### src/rtl/power_sync_pkg.sv
// Shared constants and helpers for the phase-interleaved sync generator.
// Optional spread-spectrum dithering is enabled by defining SYNC_SPREAD_EN.
package power_sync_pkg;

  localparam int         MIN_HALF  = 1;
  localparam logic [7:0] LFSR_POLY = 8'hB8;
  localparam logic [7:0] LFSR_SEED = 8'h01;

  // Channel k starts k/N_CH of the way through a period of p cycles.
  function automatic logic [31:0] phase_off(input int k, input logic [31:0] p, input int n_ch);
    logic [31:0] prod;
    prod = 32'(k) * p;
    return prod >> $clog2(n_ch);
  endfunction

  // One step of the right-shifting Galois LFSR for x^8+x^6+x^5+x^4+1.
  function automatic logic [7:0] lfsr_step(input logic [7:0] s);
    logic [7:0] shifted;
    shifted = {1'b0, s[7:1]};
    return s[0] ? (shifted ^ LFSR_POLY) : shifted;
  endfunction

endpackage

### src/rtl/power_sync_chan.sv
// One sync channel: phase from the shared counter, high/low compare,
// glitch-free enable gating and the output flop.
module power_sync_chan
  import power_sync_pkg::*;
#(
  parameter int PW = 14
) (
  input  logic          clk,
  input  logic          rst,
  input  logic [PW-1:0] cnt,
  input  logic [PW-1:0] p,
  input  logic [PW-2:0] h,
  input  logic [PW-1:0] off,
  input  logic          en,
  output logic          sync
);

  logic [PW-1:0] ph_s;
  logic          raw_s;
  logic          g_r;
  logic          g_nxt_s;
  logic          started_r;
  logic          started_nxt_s;

  // Phase relative to this channel's offset, wrapped into 0..p-1.
  always_comb begin
    if (cnt >= off) begin
      ph_s = cnt - off;
    end else begin
      ph_s = cnt + p - off;
    end
    raw_s = (ph_s < {1'b0, h});
    started_nxt_s = started_r | (ph_s == '0);
  end

  // The gate only changes where it cannot cut a pulse: closes in the low
  // phase, opens exactly at the start of a high phase.
  always_comb begin
    if (!en && !raw_s) begin
      g_nxt_s = 1'b0;
    end else if (en && (ph_s == '0)) begin
      g_nxt_s = 1'b1;
    end else begin
      g_nxt_s = g_r;
    end
  end

  // After reset a channel waits for its own phase zero so no runt is emitted.
  always_ff @(posedge clk) begin
    if (!rst) begin
      g_r       <= en;
      started_r <= 1'b0;
      sync      <= 1'b0;
    end else begin
      g_r       <= g_nxt_s;
      started_r <= started_nxt_s;
      sync      <= raw_s & g_nxt_s & started_nxt_s;
    end
  end

endmodule

### src/rtl/power_sync_gen.sv
// Multi-channel phase-interleaved sync generator: shared period counter,
// pending divider update at the wrap, optional dither under SYNC_SPREAD_EN.
module power_sync_gen
  import power_sync_pkg::*;
#(
  parameter int N_CH     = 2,
  parameter int DIV_W    = 12,
  parameter int DEF_HALF = 32,
  parameter int SS_W     = 2
) (
  input  logic             clk,
  input  logic             rst,
  input  logic [DIV_W-1:0] half_div,
  input  logic             load,
  input  logic [N_CH-1:0]  ch_en,
  output logic [N_CH-1:0]  sync,
  output logic             period_tick,
  output logic             pending
);

  localparam int HW = DIV_W + 1;
  localparam int PW = DIV_W + 2;
  localparam logic [HW-1:0] H_ONE = {{(HW-1){1'b0}}, 1'b1};
  localparam logic [PW-1:0] P_ONE = {{(PW-1){1'b0}}, 1'b1};
  localparam logic [PW-1:0] P_TWO = {{(PW-2){1'b0}}, 2'b10};
  localparam logic [HW-1:0] DEF_H = HW'(DEF_HALF) + H_ONE;

  logic [PW-1:0]    cnt_r;
  logic [HW-1:0]    h_a_r;
  logic [HW-1:0]    pend_val_r;
  logic             pend_r;
  logic             tick_r;
  logic [HW-1:0]    h_eff_s;
  logic [PW-1:0]    p_s;
  logic             wrap_s;
  logic [DIV_W-1:0] hd_clamp_s;
  logic [HW-1:0]    pend_in_s;

`ifdef SYNC_SPREAD_EN
  logic [7:0]      lfsr_r;
  logic [7:0]      lfsr_nxt_s;
  logic [SS_W-1:0] d_r;

  assign lfsr_nxt_s = lfsr_step(lfsr_r);
  assign h_eff_s    = h_a_r + {{(HW-SS_W){1'b0}}, d_r};

  // Dither advances once per period; the first period is undithered.
  always_ff @(posedge clk) begin
    if (!rst) begin
      lfsr_r <= LFSR_SEED;
      d_r    <= '0;
    end else if (wrap_s) begin
      lfsr_r <= lfsr_nxt_s;
      d_r    <= lfsr_nxt_s[SS_W-1:0];
    end
  end
`else
  assign h_eff_s = h_a_r;
`endif

  assign p_s    = {h_eff_s, 1'b0};
  assign wrap_s = (cnt_r == p_s - P_ONE);

  // Zero would give a degenerate period, so it is clamped to the minimum.
  always_comb begin
    if (half_div < DIV_W'(MIN_HALF)) begin
      hd_clamp_s = DIV_W'(MIN_HALF);
    end else begin
      hd_clamp_s = half_div;
    end
    pend_in_s = {1'b0, hd_clamp_s} + H_ONE;
  end

  // Counter, pending divider and a tick that lines up with cnt = P-1.
  always_ff @(posedge clk) begin
    if (!rst) begin
      cnt_r      <= '0;
      h_a_r      <= DEF_H;
      pend_val_r <= DEF_H;
      pend_r     <= 1'b0;
      tick_r     <= 1'b0;
    end else begin
      if (wrap_s) begin
        cnt_r <= '0;
      end else begin
        cnt_r <= cnt_r + P_ONE;
      end
      if (wrap_s && pend_r) begin
        h_a_r <= pend_val_r;
      end
      if (load) begin
        pend_val_r <= pend_in_s;
        pend_r     <= 1'b1;
      end else if (wrap_s) begin
        pend_r <= 1'b0;
      end
      tick_r <= !wrap_s && (cnt_r == p_s - P_TWO);
    end
  end

  assign period_tick = tick_r;
  assign pending     = pend_r;

  for (genvar k = 0; k < N_CH; k++) begin : g_ch
    logic [PW-1:0] off_s;
    assign off_s = PW'(phase_off(k, 32'(p_s), N_CH));

    power_sync_chan #(.PW(PW)) u_chan (
      .clk  (clk),
      .rst  (rst),
      .cnt  (cnt_r),
      .p    (p_s),
      .h    (h_eff_s),
      .off  (off_s),
      .en   (ch_en[k]),
      .sync (sync[k])
    );
  end

endmodule

### config.mk
export PLATFORM = sky130hd
export DESIGN_NAME = power_sync_gen
export DESIGN_NICKNAME = d
export VERILOG_FILES = /design/src/rtl/power_sync_pkg.sv /design/src/rtl/power_sync_chan.sv /design/src/rtl/power_sync_gen.sv
export SDC_FILE = /design/constraint.sdc
export NUM_CORES = 1
export LEC_CHECK = 0
export ABC_AREA = 1
export CAP_MARGIN = 20
export CORE_MARGIN = 2
export CORE_UTILIZATION = 35
export CTS_CLUSTER_DIAMETER = 200
export CTS_CLUSTER_SIZE = 10
export DETAILED_ROUTE_END_ITERATION = 10
export GPL_ROUTABILITY_DRIVEN = 0
export PLACE_DENSITY = 0.47
export SYNTH_ARGS = -nofsm -noshare
export SYNTH_HDL_FRONTEND = slang
export SYNTH_HIERARCHICAL = 1
export SYNTH_SLANG_ARGS = --single-unit
### constraint.sdc
create_clock -name clk -period 4.7 [get_ports clk]
set_clock_uncertainty 0.1 [all_clocks]
set_input_delay 1.41 -clock clk [delete_from_list [all_inputs] [get_ports clk]]
set_output_delay 1.41 -clock clk [all_outputs]
set_load 0.02 [all_outputs]
==> results.md, run 1 <==
- For this design the static power due to leakage is 5.40 nW.
- The number of pins with negative max-slew slack in the final report came to 0.
- For this design the ratio of total power to cell area is 144 nW/um^2.
- The floorplan step set the die width to 160 microns.
- Post-CTS timing repair inserted 0 buffers for setup.
- The register bit total from synthesis is 48.
- The post-synthesis to final-layout area growth is 10.8%.
- Entering global routing, the biggest net connects 22 pins.
- The kind of end point of the critical path is a flop.
- The final count of negative-setup-slack endpoints is 0.
- The starting DRC count in detailed routing is 451.
- The worst path required time is 4.86 ns.
- The number of buffers inserted by port buffering is 20.
- The highest net fanout along the worst path is 13.
- For this design, the sink count on the clock tree is 48.
- The number of max-capacitance violations reported is 0.
- In the global route stage, met3 resource usage came out at 0.0176.
- The classification of the worst-slack hold path is reg2reg.
- The region available for standard cell placement spans 24,200 sq um.
- The clock tree from TritonCTS is built.
- The switching part of the total is 0.352.
- The first global-routing pass estimated 41,900 microns of wire.
- For this run, global-route usage on met1 was measured as 0.290.
- The via count of the first global-routing pass was 8,127.
- The clock period could shrink to 4.09 ns.
- Detailed placement ended at an HPWL of 21,400 microns.
- The net switching power figure is 0.481 mW.
- In this run the critical register-to-register path is captured at g_ch[1].u_chan/g_r.
- The synthesized netlist contains 42 unique library cells.
- For this run, the detailed router's first-pass iteration total came to 5.
- The clock passes through at most 2 buffers.
- For this run, design rule violations remaining after detail routing come to 0.
- After floorplanning, the core was divided into 57 placement rows.
- The synthesized area per cell is 5.73 sq um.
- In the final layout, the share of cells above drive strength 1 is 0.0579.
- The critical path is of the reg2reg type.
- After clock tree synthesis, the clock-pin slew on the worst setup and hold paths is 0.09 ns.
- The final critical-path share of the clock period is 0.869.
- The cell area after synthesis is 8560 sq um.
- Measured along the y axis, the die boundary spans 160 microns.
- The H-tree was split into 2 levels.
- The final routed wirelength across all metal layers is 25,600 microns.
- STA classifies the critical path startpoint as a flop.
- TritonCTS created 5 clock buffers.
- The post-detailed-route count of antenna-violating nets is 0.
- The number of antenna violations at the first check in global routing is 1.
- The layer flagged by global routing as most heavily used is met2.
- The post-cts hold buffer count is 0.
- The met2 routing resource usage after global routing is 0.346.
- Synthesis handed over a netlist of 1,494 instances.
- The max-slew headroom at the worst pin is 0.504.
- The internal power of the cells totals 0.885 mW.
- The routed layout has 8,555 vias.
- For this run, the total global-route usage over all layers was measured as 0.204.
- Dividing the detail-routed via count by the number of cells gives 4.55.
- The total of warnings raised by yosys is 6.
- By area the synthesized netlist is led by nand2_1 20%, inv_1 17%, ha_1 12%.
- The flow ran to the end, and the final reports show no timing, DRC or antenna violations.
- In the final routed layout, each cell accounts on average for 13.6 microns.
- The critical path starts at h_a_r[3].
- For this run the aggregate overflow at the end of global routing stands at 0.
- The data arrival time of the critical path is 4.25 ns.
- The share of Yosys cell area claimed by the top area cell type is 0.202.
- 0 antenna diodes ended up in the layout.
- The critical register-to-register path startpoint is h_a_r[3].
- The fraction of power consumed by combinational cells is 0.306.
- The worst-margin pin slew is 0.743 ns.
- The sequential share of the synthesized area is 0.112.
- The I/O pin total is 21.
- The net count of the finished layout is 1,682.
- Setup repair after global routing left no endpoint under its margin.
- The biggest area contributor in the post-synthesis netlist is nand2_1.
- The floorplan die area is 25,700 sq um.
- The final total negative setup slack is 0 ns.
- Of the total power, registers draw 0.317.
- For flop-to-flop paths, the worst setup slack is 0.61 ns.
- The count of endpoints failing hold in the final timing report is 0.
- Across the VDD grid, the largest voltage drop is 0.000130 V.
- The post-cts gate resize count is 0.
- The part of the total power dissipated in the clock network is 0.377.
- The root cell of the clock tree is clkbuf_16.
- The maximum frequency from static timing analysis is 245 MHz.
- The count of cells along the worst register-to-register path is 24.
- The effective utilization at floorplan is 0.354.
- The critical path ends at g_ch[1].u_chan/g_r.
- The clock reaches the later pin of the worst-skew pair after 0.31 ns.
- The total power of the final layout is 1.37 mW.
## how the worst min path moves through the flow
stage	start	end	slack, ns	cells after the start
after floorplan	pend_val_r[5]	pend_val_r[5]	0.34	2
after global placement	h_a_r[10]	h_a_r[10]	0.35	2
after detailed placement	h_a_r[10]	h_a_r[10]	0.36	2
after CTS	h_a_r[10]	h_a_r[10]	0.37	2
after global routing	h_a_r[10]	h_a_r[10]	0.40	2
final	h_a_r[10]	h_a_r[10]	0.37	2
## sequential cells by signal (all words and copies together) (netlist names)
name,cells
cnt_r,14
h_a_r,13
pend_val_r,13
g_ch.u_chan/g_r,2
g_ch.u_chan/started_r,2
g_ch.u_chan/sync,2
pending,1
period_tick,1
## Yosys cell counts
master and count:
nand3b_1 9, inv_2 9, nor3b_1 5, nor2_4 6, nor3_1 8, o21ai_1 4
nor3_2 1, nand3_4 2, xnor2_1 18, dfxtp_1 48, a21oi_1 45, nand2_2 21
nand3_1 105, nor2_1 104, inv_1 388, nand2_4 1, fa_1 28, xor2_1 24
a21o_1 1, clkinv_1 2, nand2_1 461, nand4_2 1, nor4_1 2, buf_2 2
and2_1 3, a211oi_1 4, nand3_2 6, conb_1 1, o211ai_1 3, buf_6 5
nand4_1 47, buf_12 2, ha_1 83, nor3b_2 3, and3_1 2, buf_4 1
or2_2 1, a31oi_1 2, o21ai_0 15, clkbuf_1 7, o21bai_1 4, nor2_2 10
## kinds of logic after synthesis
family / share of synthesized area
simple gates: 0.416
buf+inv: 0.191
fa+ha+maj: 0.187
compound gates: 0.0494
flops: 0.112
xor+xnor: 0.0430
other cells: 0.000438
## power by group through the flow
stage                     registers, mW  logic [mW]  clock network, mW
after CTS                         0.434       0.420              0.529
after floorplan                   0.439       0.303                  0
after global routing              0.435       0.491              0.547
final                             0.433       0.417              0.515
after detailed placement          0.443       0.418                  0
after global placement            0.443       0.417                  0
## routing by layer
metal | vias up | wire (microns)
met5 | - | 0
met4 | 0 | 235
met3 | 14 | 767
met2 | 109 | 11600
met1 | 3811 | 13000
li1 | 4621 | -
## cells in the final DEF, fill, tap and decap left out, drive strengths merged, types with 4 or more instances in the layout
cell and count:
a211oi 4, a21oi 45, buf 21, clkbuf 5
clkdlybuf4s50 20, conb 30, dfxtp 48, fa 28
ha 83, inv 398, nand2 483, nand3 113
nand3b 9, nand4 48, nor2 120, nor3 9
nor3b 8, o21ai 19, o21bai 4, xnor2 18
xor2 24
## metrics by stage
stage | worst slack (ns) | hold slack (ns) | instances | instance area (sq um) | utilization
4_1_cts | 0.607 | 0.369 | 1879 | 9480 | 0.392
3_3_place_gp | 0.648 | 0.354 | 1871 | 9290 | 0.384
2_1_floorplan | 1.28 | 0.341 | 1523 | 8660 | -
3_5_place_dp | 0.627 | 0.358 | 1871 | 9290 | 0.384
6_report | 0.615 | 0.369 | 1879 | 9480 | 0.392
5_1_grt | 0.244 | 0.397 | 1879 | 9480 | 0.392
## final cells by class
cell class,instances,area [sq um]
clock buffers,5,125
clock inverters,3,68.8
fillers,2738,14700
inverters,399,1500
multi-input cells,1059,6070
flip-flops and latches,48,961
well taps,324,405
repair buffers,41,358
## critical path, cell delays in order, from the launching register on
cell     delay (ns)
dfxtp_1        0.80
inv_1          0.14
fa_1           0.54
inv_1          0.04
ha_1           0.35
nand2_1        0.12
nor2_1         0.15
nand2_1        0.10
nand3_1        0.08
nand2_1        0.05
nand2_1        0.08
nand2_1        0.06
nand2_1        0.13
inv_1          0.06
ha_1           0.29
a21oi_1        0.13
o21ai_0        0.10
a21oi_1        0.13
nor2_1         0.05
o21ai_0        0.14
and3_1         0.22
nand2_1        0.07
nand2_1        0.05
nand2_1        0.05
inv_1          0.04
(Power assumes the default switching activity.)
==> run 2, diff against run 1 <==
--- a/config.mk
+++ b/config.mk
@@ -13,8 +13,7 @@
 export CTS_CLUSTER_SIZE = 10
 export DETAILED_ROUTE_END_ITERATION = 10
 export GPL_ROUTABILITY_DRIVEN = 0
-export PLACE_DENSITY = 0.47
+export PLACE_DENSITY = 0.48
 export SYNTH_ARGS = -nofsm -noshare
 export SYNTH_HDL_FRONTEND = slang
-export SYNTH_HIERARCHICAL = 1
 export SYNTH_SLANG_ARGS = --single-unit
==> run 2 against run 1 <==
Effect of this change: sequential cell count did not move; first-iteration DRC count shrank 42%; critical path depth grew 3; fmax fell by 3.6%; largest cell class unchanged; via count down 38%; clock-buffer cell count is the same; sequential power is essentially flat; die area down 36%; register-to-register slack got worse by 0.15 ns; cell area down 37%; utilization is 0.12 points higher; combinational power down 46%.
==> results.md, run 2 <==
- The vertical die dimension is 128 microns (-20%).
- The number of pins with negative max-slew slack in the final report is 0 (unchanged).
- The sequential share of the synthesized area was 0.179 (+0.0668).
- The floorplan die area is 16,300 sq um (-36%).
- The final period demand of the worst path is 4.24 ns (+0.150 ns).
- The multiplexer share of the synthesized area was 0 (unchanged).
- The simple-gate share of the synthesized area is 0.394 (-0.0227).
- The share of the synthesized area in compound gates (AO/OA/AOI/OAI) is 0.0802 (+0.0308).
- The number of max-capacitance violations reported was 0 (unchanged).
- The min-delay analysis places its worst path in the category reg2reg.
- The max-slew headroom at the worst pin is 0.564 (+0.0606).
- The maximum frequency from static timing analysis is 236 MHz (-3.6%).
- The latest clock arrival within the worst-skew pair came to 0.30 ns (about the same).
- The adder-cell area share of the yosys netlist was 0.137 (-0.0497).
- The met1 usage in global routing is 0.269 (-0.0208).
- The share of Yosys cell area claimed by the top area cell type is 0.179 (-0.0231).
- For this run, the leading register cell type out of synthesis is dfxtp_1.
- The met3 track demand over resource in global routing is 0.0167 (-0.000867).
- Of all cell types, the one taking the most synthesized area is dfxtp_1.
- The register ranked first by flip-flop count is cnt_r.
- The worst setup path is of the reg2reg kind.
- The final total negative setup slack was 0 ns (unchanged).
- The final count of negative-setup-slack endpoints is 0 (unchanged).
- The number of flip-flops in the largest register was 14 (unchanged).
- The number of antenna violations at the first check in global routing is 0 (-1).
- The number of optimization iterations in the first detailed-route pass was 5 (unchanged).
- The post-cts gate resize count was 0 (unchanged).
- The worst path required time is 4.84 ns (-0.02 ns).
- The starting DRC count in detailed routing is 262 (-42%).
- The synthesized area per cell was 6.03 sq um (+5.4%).
- The most used routing layer in global routing is met2.
- The count of buffering cells on the critical path with inverters included is 5 (+1).
- The antenna diode instance count is 0 (unchanged).
- The deepest clock path buffer count is 2 (unchanged).
- The cell area after synthesis is 5360 sq um (-37%).
- The number of rows in the core area came to 45 (-21%).
- The die width is 128 microns (-20%).
- The H-tree depth came to 2 (unchanged).
- The post-detailed-route count of antenna-violating nets is 0 (unchanged).
- The cell with the most instances after synthesis is nand2_1.
- The xor-xnor portion of the synthesized cell area came to 0.0728 (+0.0298).
- The number of distinct library cells after synthesis is 45 (+7.1%).
- Counting stages on the worst path, the most repeated cell is nand2_1.
- The clock buffer count from CTS is 5 (unchanged).
- The slowest stage cell on the critical path is fa_1.
- The data arrival time of the critical path was 4.38 ns (+0.13 ns).
- The post-synthesis to final-layout area growth is 10.7%.
- The power density normalized to cell area is 174 nW/um^2 (+21%).
- STA classifies the critical path startpoint as a flop.
- Ranked by instance count, the synthesized netlist is headed by 251 x nand2_1, 165 x inv_1, 82 x nor2_1.
- The instance count of the mapped netlist is 889 (-40%).
- In the layout the commonest cells are 251 x nand2_1, 165 x inv_1, 82 x nor2_1.
- The worst-margin pin slew was 0.653 ns (-0.0905 ns).
- The overall overflow remaining after global route came to 0 (unchanged).
- The maximum VDD drop was 0.000138 V (+6.6%).
- The fraction of final layout cells with drive strength greater than 1 is 0.0526 (-0.00525).
- The highest net fanout along the worst path is 7 (-6).
- The via count of the first global-routing pass is 5,014 (-38%).
- The category of cells accounting for the largest share of critical-path delay is simple AND/OR/NAND/NOR gates.
- The reported leakage power came to 3.31 nW (-39%).
- Leaving out fill and tap cells, the most frequent cell in the layout is nand2_1.
- The largest family of logic cells by synthesized area is simple AND/OR/NAND/NOR gates.
- The total of warnings raised by yosys was 0 (-6).
- The total global-route track usage is 0.202 (-0.00222).
- The worst-case hold slack came to 0.355 ns (-0.0138 ns).
- Ranked by total cell area, the synthesized netlist is headed by dfxtp_1 18%, nand2_1 18%, ha_1 13%.
- The CTS clock-pin slew for the worst setup and hold paths is 0.07 ns (-0.02 ns).
- The clock tree from TritonCTS is built.
- Setup repair after global routing left no endpoint under its margin.
- The number of remaining DRC errors was 0 (unchanged).
- The number of post-CTS setup repair buffers is 0 (unchanged).
- The register bit total from synthesis is 48 (unchanged).
- The number of enable-type register cells in the synthesized netlist came to 0 (unchanged).
- The met2 routing resource usage after global routing is 0.352 (+0.00536).
- The effective utilization at floorplan came to 0.355 (+0.00159).
- The final critical-path share of the clock period is 0.901 (+0.0320).
- The post-cts hold buffer count is 0 (unchanged).
- The number of vias in the routed layout is 5,273 (-38%).
- The net count of the finished layout is 985 (-41%).
- The I/O pin total is 21 (unchanged).
- STA classifies the critical path endpoint as a flop.
- The maximum number of pins on one net before global-route repair was 22 (unchanged).
- The estimated wirelength of the detail-placed design came to 13,300 microns (-38%).
- The clock sink count is 48 (unchanged).
- The mean routed wirelength per cell is 14.5 microns (+6.1%).
- The global-route wire length before repair is 25,900 microns (-38%).
- The fraction of registers with async set or reset after synthesis was 0 (unchanged).
- The root cell of the clock tree is clkbuf_16.
- The number of buffers inserted by port buffering is 20 (unchanged).
- When the netlist entered floorplanning its net count stood at 963.
- The number of vias per cell after detailed routing was 4.79 (+5.3%).
- The count of endpoints failing hold in the final timing report was 0 (unchanged).
- The stage delay of the slowest cell on the critical path is 0.47 ns (-0.33 ns).
- The flow ran to the end, and the final reports show no timing, DRC or antenna violations.
- The standard cell core area is 15,100 sq um (-38%).
- The final routed wirelength across all metal layers was 15,900 microns (-38%).
- The largest registers in the layout are cnt_r (14), h_a_r (13), pend_val_r (13).
## run 2: cell count changes in the layout (fill, tap and decap cells not counted), sizes merged, moves of 29 or more
cell,change
nor2,-32
ha,-29
nand3,-50
conb,-30
nand2,-231
inv,-222
## run 2: routing by layer
layer	vias to the layer above	wire length, microns
met2	60	7550
li1	2855	-
met1	2344	7790
met5	-	0
met3	14	265
met4	0	331
## run 2: worst register-to-register path, stage by stage, from the launching register on
cell and delay (ns):
dfxtp_1 0.46, inv_1 0.16, fa_1 0.47, nand3b_1 0.17, nand2_1 0.15, a21oi_1 0.10, xnor2_1 0.13, ha_1 0.35
nand2_1 0.14, inv_1 0.05, a21oi_1 0.20, nand2_1 0.10, nand2_1 0.06, nand2_1 0.05, inv_1 0.05, nor2_1 0.03
nor2_1 0.20, ha_1 0.27, inv_1 0.07, nor3_1 0.05, a211oi_1 0.17, nand2_1 0.09, nand3_1 0.07, nand2_1 0.05
a21oi_1 0.20, or2_2 0.14, nand2_1 0.04, inv_1 0.04
## run 2: layout make-up
class / count / area, sq um
Fill cell: 1720 / 9150
Multi-Input combinational cell: 653 / 3670
Sequential cell: 48 / 961
Inverter: 174 / 653
Timing Repair Buffer: 29 / 268
Tap cell: 188 / 235
Clock buffer: 5 / 125
Clock inverter: 3 / 25.0
## run 2: path summary, 6_finish.rpt
kind                                                from                        to  slack (ns)  depth (start not counted)
worst max register to register                  cnt_r[2]        g_ch[1].u_chan.g_r        0.46                         27
worst max-delay path                            cnt_r[2]        g_ch[1].u_chan.g_r        0.46                         27
worst min-delay path            g_ch[0].u_chan.started_r  g_ch[0].u_chan.started_r        0.36                          2
worst min register to register  g_ch[0].u_chan.started_r  g_ch[0].u_chan.started_r        0.36                          2
## run 2: power by group
part	leakage (nW)	internal [mW]	switching, mW
clock	0.0708	0.201	0.174
sequential	0.392	0.423	0.0103
combinational	2.84	0.0898	0.135
total	3.31	0.714	0.319
## run 2: cells by family (layout without fill, tap and decap cells)
logic type | after synthesis | in the layout
buffers and inverters | 188 | 211
DFF | 48 | 48
and+or+nand+nor | 475 | 475
AOI/OAI and AO/OA | 78 | 78
xor gates and xnor gates | 43 | 43
adders and majority gates | 57 | 57
## run 2: stage by stage
stage	power (mW)	util	setup WS (ns)	std cells	cell area, sq um
global placement	0.667	0.383	0.433	1092	5790
CTS	1.05	0.393	0.460	1100	5940
finish	1.03	0.393	0.464	1100	5940
floorplan	0.597	-	0.978	889	5360
detailed placement	0.665	0.383	0.485	1092	5790
global route	1.09	0.393	0.0677	1100	5940
==> run 3, diff against run 2 <==
--- a/config.mk
+++ b/config.mk
@@ -8,12 +8,13 @@
 export ABC_AREA = 1
 export CAP_MARGIN = 20
 export CORE_MARGIN = 2
-export CORE_UTILIZATION = 35
+export CORE_UTILIZATION = 57
 export CTS_CLUSTER_DIAMETER = 200
 export CTS_CLUSTER_SIZE = 10
 export DETAILED_ROUTE_END_ITERATION = 10
 export GPL_ROUTABILITY_DRIVEN = 0
-export PLACE_DENSITY = 0.48
+export PLACE_DENSITY = 0.75
+export SLEW_MARGIN = 20
 export SYNTH_ARGS = -nofsm -noshare
 export SYNTH_HDL_FRONTEND = slang
 export SYNTH_SLANG_ARGS = --single-unit
==> constraint.sdc (replaced) <==
create_clock -name clk -period 3.4 [get_ports clk]
set_clock_uncertainty 0.1 [all_clocks]
set_input_delay 1.02 -clock clk [delete_from_list [all_inputs] [get_ports clk]]
set_output_delay 1.02 -clock clk [all_outputs]
set_load 0.02 [all_outputs]
==> run 3 against run 2 <==
Effect of this change: the flow now finishes with violations (negative setup slack); critical endpoint unchanged; total power increased by 35%; worst hold slack improved by 0.0011 ns; routed wire length increased by 5.2%; critical path type unchanged; clock-buffer cell count increased by 1; fmax increased by 9.4%; clock power increased by 5%; utilization increased by 38 points; critical path depth increased by 2; die area decreased by 38%.
==> results.md, run 3 (synthesis gave the netlist of run 2 again) <==
- The H-tree depth came to 2 (unchanged).
- The part of the total power dissipated in the clock network is 0.282 (-0.081).
- The root cell of the clock tree is clkbuf_8.
- The slowest stage cell on the critical path is dfxtp_2.
- The global-route wire length before repair was 26,900 microns (+3.7%).
- The final reports fail on negative setup slack.
- The number of antenna violations at the first check in global routing was 0 (unchanged).
- The post-synthesis to final-layout area growth is 31.8%.
- In this run the worst hold path is classified as reg2reg.
- The via count of the first global-routing pass is 6,174 (+23%).
- The final period demand of the worst path is 3.87 ns (-0.364 ns).
- The worst hold path cell count is 2 (unchanged).
- The number of flip-flops in the largest register is 14 (unchanged).
- The total met2 wirelength after detailed routing is 8340 microns (+10%).
- The number of remaining DRC errors was 0 (unchanged).
- Setup repair after global routing could not meet its margin everywhere.
- The number of vias in the routed layout was 6,240 (+18%).
- The worst-case hold slack is 0.356 ns (+0.00113 ns).
- The setup slack at placement is -0.518 ns (-1.00 ns).
- The design internal power came to 0.940 mW (+32%).
- The register ranked first by flip-flop count is cnt_r.
- The critical register-to-register path startpoint is cnt_r[3].
- The final worst setup slack is -0.472 ns (-0.936 ns).
- The max-slew headroom at the worst pin was 0.630 (+0.0660).
- The effective utilization at floorplan is 0.583 (+0.228).
- The die width was 101 microns (-21%).
- The total global-route track usage is 0.330 (+0.129).
- The maximum number of pins on one net before global-route repair is 22 (unchanged).
- The standard cell core area is 9200 sq um (-39%).
- The worst register-to-register path ends at g_ch[1].u_chan.g_r.
- The net count of the finished layout was 1,107 (+12%).
- The latest clock arrival within the worst-skew pair came to 0.32 ns (+0.02 ns).
- The data arrival time of the critical path was 4.03 ns (-0.35 ns).
- The number of vias per cell after detailed routing was 5.45 (+14%).
- The final routed wirelength across all metal layers was 16,800 microns (+5.2%).
- The starting DRC count in detailed routing is 280 (+6.9%).
- The flow ran to the end, but the final reports show violations.
- The final count of negative-setup-slack endpoints was 3 (+3).
- The post-detailed-route count of antenna-violating nets is 0 (unchanged).
- The wire length on met3 is 834 microns (+210%).
- The antenna diode instance count was 0 (unchanged).
- The category of the most critical setup path is reg2reg.
- The number of optimization iterations in the first detailed-route pass came to 5 (unchanged).
- The largest registers in the layout are cnt_r (14), h_a_r (13), pend_val_r (13).
- The number of rows in the core area was 35 (-22%).
- The clock tree from TritonCTS is built.
- The count of endpoints failing hold in the final timing report was 0 (unchanged).
- The setup slack on the worst flop-to-flop path was -0.47 ns (-0.94 ns).
- The CTS clock-pin slew for the worst setup and hold paths is 0.10 ns (+0.03 ns).
- The maximum frequency from static timing analysis is 258 MHz (+9.4%).
- The worst-margin pin slew is 0.554 ns (-0.0990 ns).
- The overall overflow remaining after global route is 0 (unchanged).
- The startpoint type of the worst setup path is a flop.
- The kind of end point of the critical path is a flop.
- The maximum VDD drop came to 0.000190 V (+37%).
- The deepest clock path buffer count is 2 (unchanged).
- The power density normalized to cell area is 197 nW/um^2 (+13%).
- The mean routed wirelength per cell is 14.6 microns (+1.1%).
- The clock sink count came to 48 (unchanged).
- The fraction of power consumed by combinational cells is 0.293 (+0.075).
- The vertical die dimension is 101 microns (-21%).
- The clock buffer count from CTS is 5 (unchanged).
- The switching part of the total is 0.326 (+0.0166).
- The post-cts hold buffer count is 0 (unchanged).
- The library cell used most frequently in the layout, excluding fill and tap cells, is nand2_1.
- The routed metal-1 wirelength is 6780 microns (-13%).
- For hold timing, the worst endpoint is g_ch[0].u_chan.started_r.
- The fraction of final layout cells with drive strength greater than 1 is 0.227 (+0.175).
- The stage delay of the slowest cell on the critical path is 0.35 ns (-0.12 ns).
- The worst hold path begins at g_ch[0].u_chan.started_r.
- The number of pins with negative max-slew slack in the final report is 0 (unchanged).
- The fraction of power consumed by sequential logic is 0.425 (+0.006).
- The I/O pin total is 21 (unchanged).
- The highest net fanout along the worst path is 4 (-3).
- The net switching power figure was 0.454 mW (+42%).
- The final critical-path share of the clock period is 1.14 (+0.238).
- The worst path required time is 3.56 ns (-1.28 ns).
- The count of cells along the worst register-to-register path is 29 (+7.4%).
- The reported leakage power is 3.92 nW (+19%).
- The highest layer touched by signal routing is met4.
- The number of max-capacitance violations reported came to 0 (unchanged).
- The estimated wirelength of the detail-placed design is 13,300 microns (+0.37%).
- The number of buffers inserted by port buffering is 20 (unchanged).
- Among the stages of the critical path, the cell type that occurs most often is nand2_1.
- The floorplan die area is 10,200 sq um (-38%).
- The library cells used most frequently in the layout, excluding fill and tap cells, are 240 x nand2_1, 159 x inv_1, 129 x buf_4.
run 3: cell types whose count changed in the layout (fill, tap and decap cells not counted), sizes merged:
| cell | previous run | this run |
|---|---|---|
| buf | 9 | 131 |
| clkdlybuf4s50 | 20 | 18 |
| clkinvlp | 1 | 0 |
| dlymetal6s2s | 0 | 2 |
| clkbuf | 5 | 6 |
run 3: timing repair:
action / in CTS / in global routing
resized for setup: 23 / 37
setup buffers: 4 / 2
pin swaps: 23 / 47
setup endpoints to repair: 3 / 5
run 3: layer usage:
metal / vias to the layer above / track usage
li1: 3114 / -
met1: 2824 / 0.371
met2: 239 / 0.604
met3: 63 / 0.0402
met4: 0 / 0.178
met5: - / 0
run 3: power by group through the flow:
stage	Combinational, mW	Sequential, mW	Clock, mW
2_1_floorplan	0.224	0.608	0
3_3_place_gp	0.381	0.604	0
3_5_place_dp	0.393	0.605	0
4_1_cts	0.396	0.592	0.389
5_1_grt	0.450	0.595	0.418
6_report	0.408	0.592	0.393
run 3: metrics by stage:
stage	utilization	instances	cell area, sq um	total power, mW	setup TNS [ns]
finish	0.769	1145	7070	1.39	-1.18
global route	0.769	1145	7070	1.46	-1.75
CTS	0.750	1143	6900	1.38	-0.914
detailed placement	0.722	1131	6640	0.999	-1.49
global placement	0.722	1131	6640	0.985	-0.801
floorplan	-	889	5430	0.832	-0.215
run 3: worst max path at each step:
stage / from / endpoint / depth (start not counted)
floorplan: h_a_r[0] / g_ch[1].u_chan.g_r / 29
global placement: h_a_r[0] / g_ch[1].u_chan.g_r / 26
detailed placement: cnt_r[3] / g_ch[1].u_chan.g_r / 29
CTS: cnt_r[1] / g_ch[1].u_chan.g_r / 28
global route: cnt_r[1] / g_ch[1].u_chan.g_r / 26
finish: cnt_r[3] / g_ch[1].u_chan.g_r / 29
run 3: worst max-delay path, delay by kind of cell, from the launching register on:
kind	cells	cell delay, ns
AOI/OAI and AO/OA	6	0.93
xor gates and xnor gates	1	0.22
adders and majority gates	3	0.79
buffers and inverters	4	0.26
DFF	1	0.35
and+or+nand+nor	15	1.17
run 3: layout make-up:
cell class	count	area [sq um]
clock buffer	6	82.6
clock inverter	2	17.5
fill	698	2130
inverter	174	653
multi-input combinational	653	4000
sequential	48	973
tap	111	139
timing repair buffer	151	1200
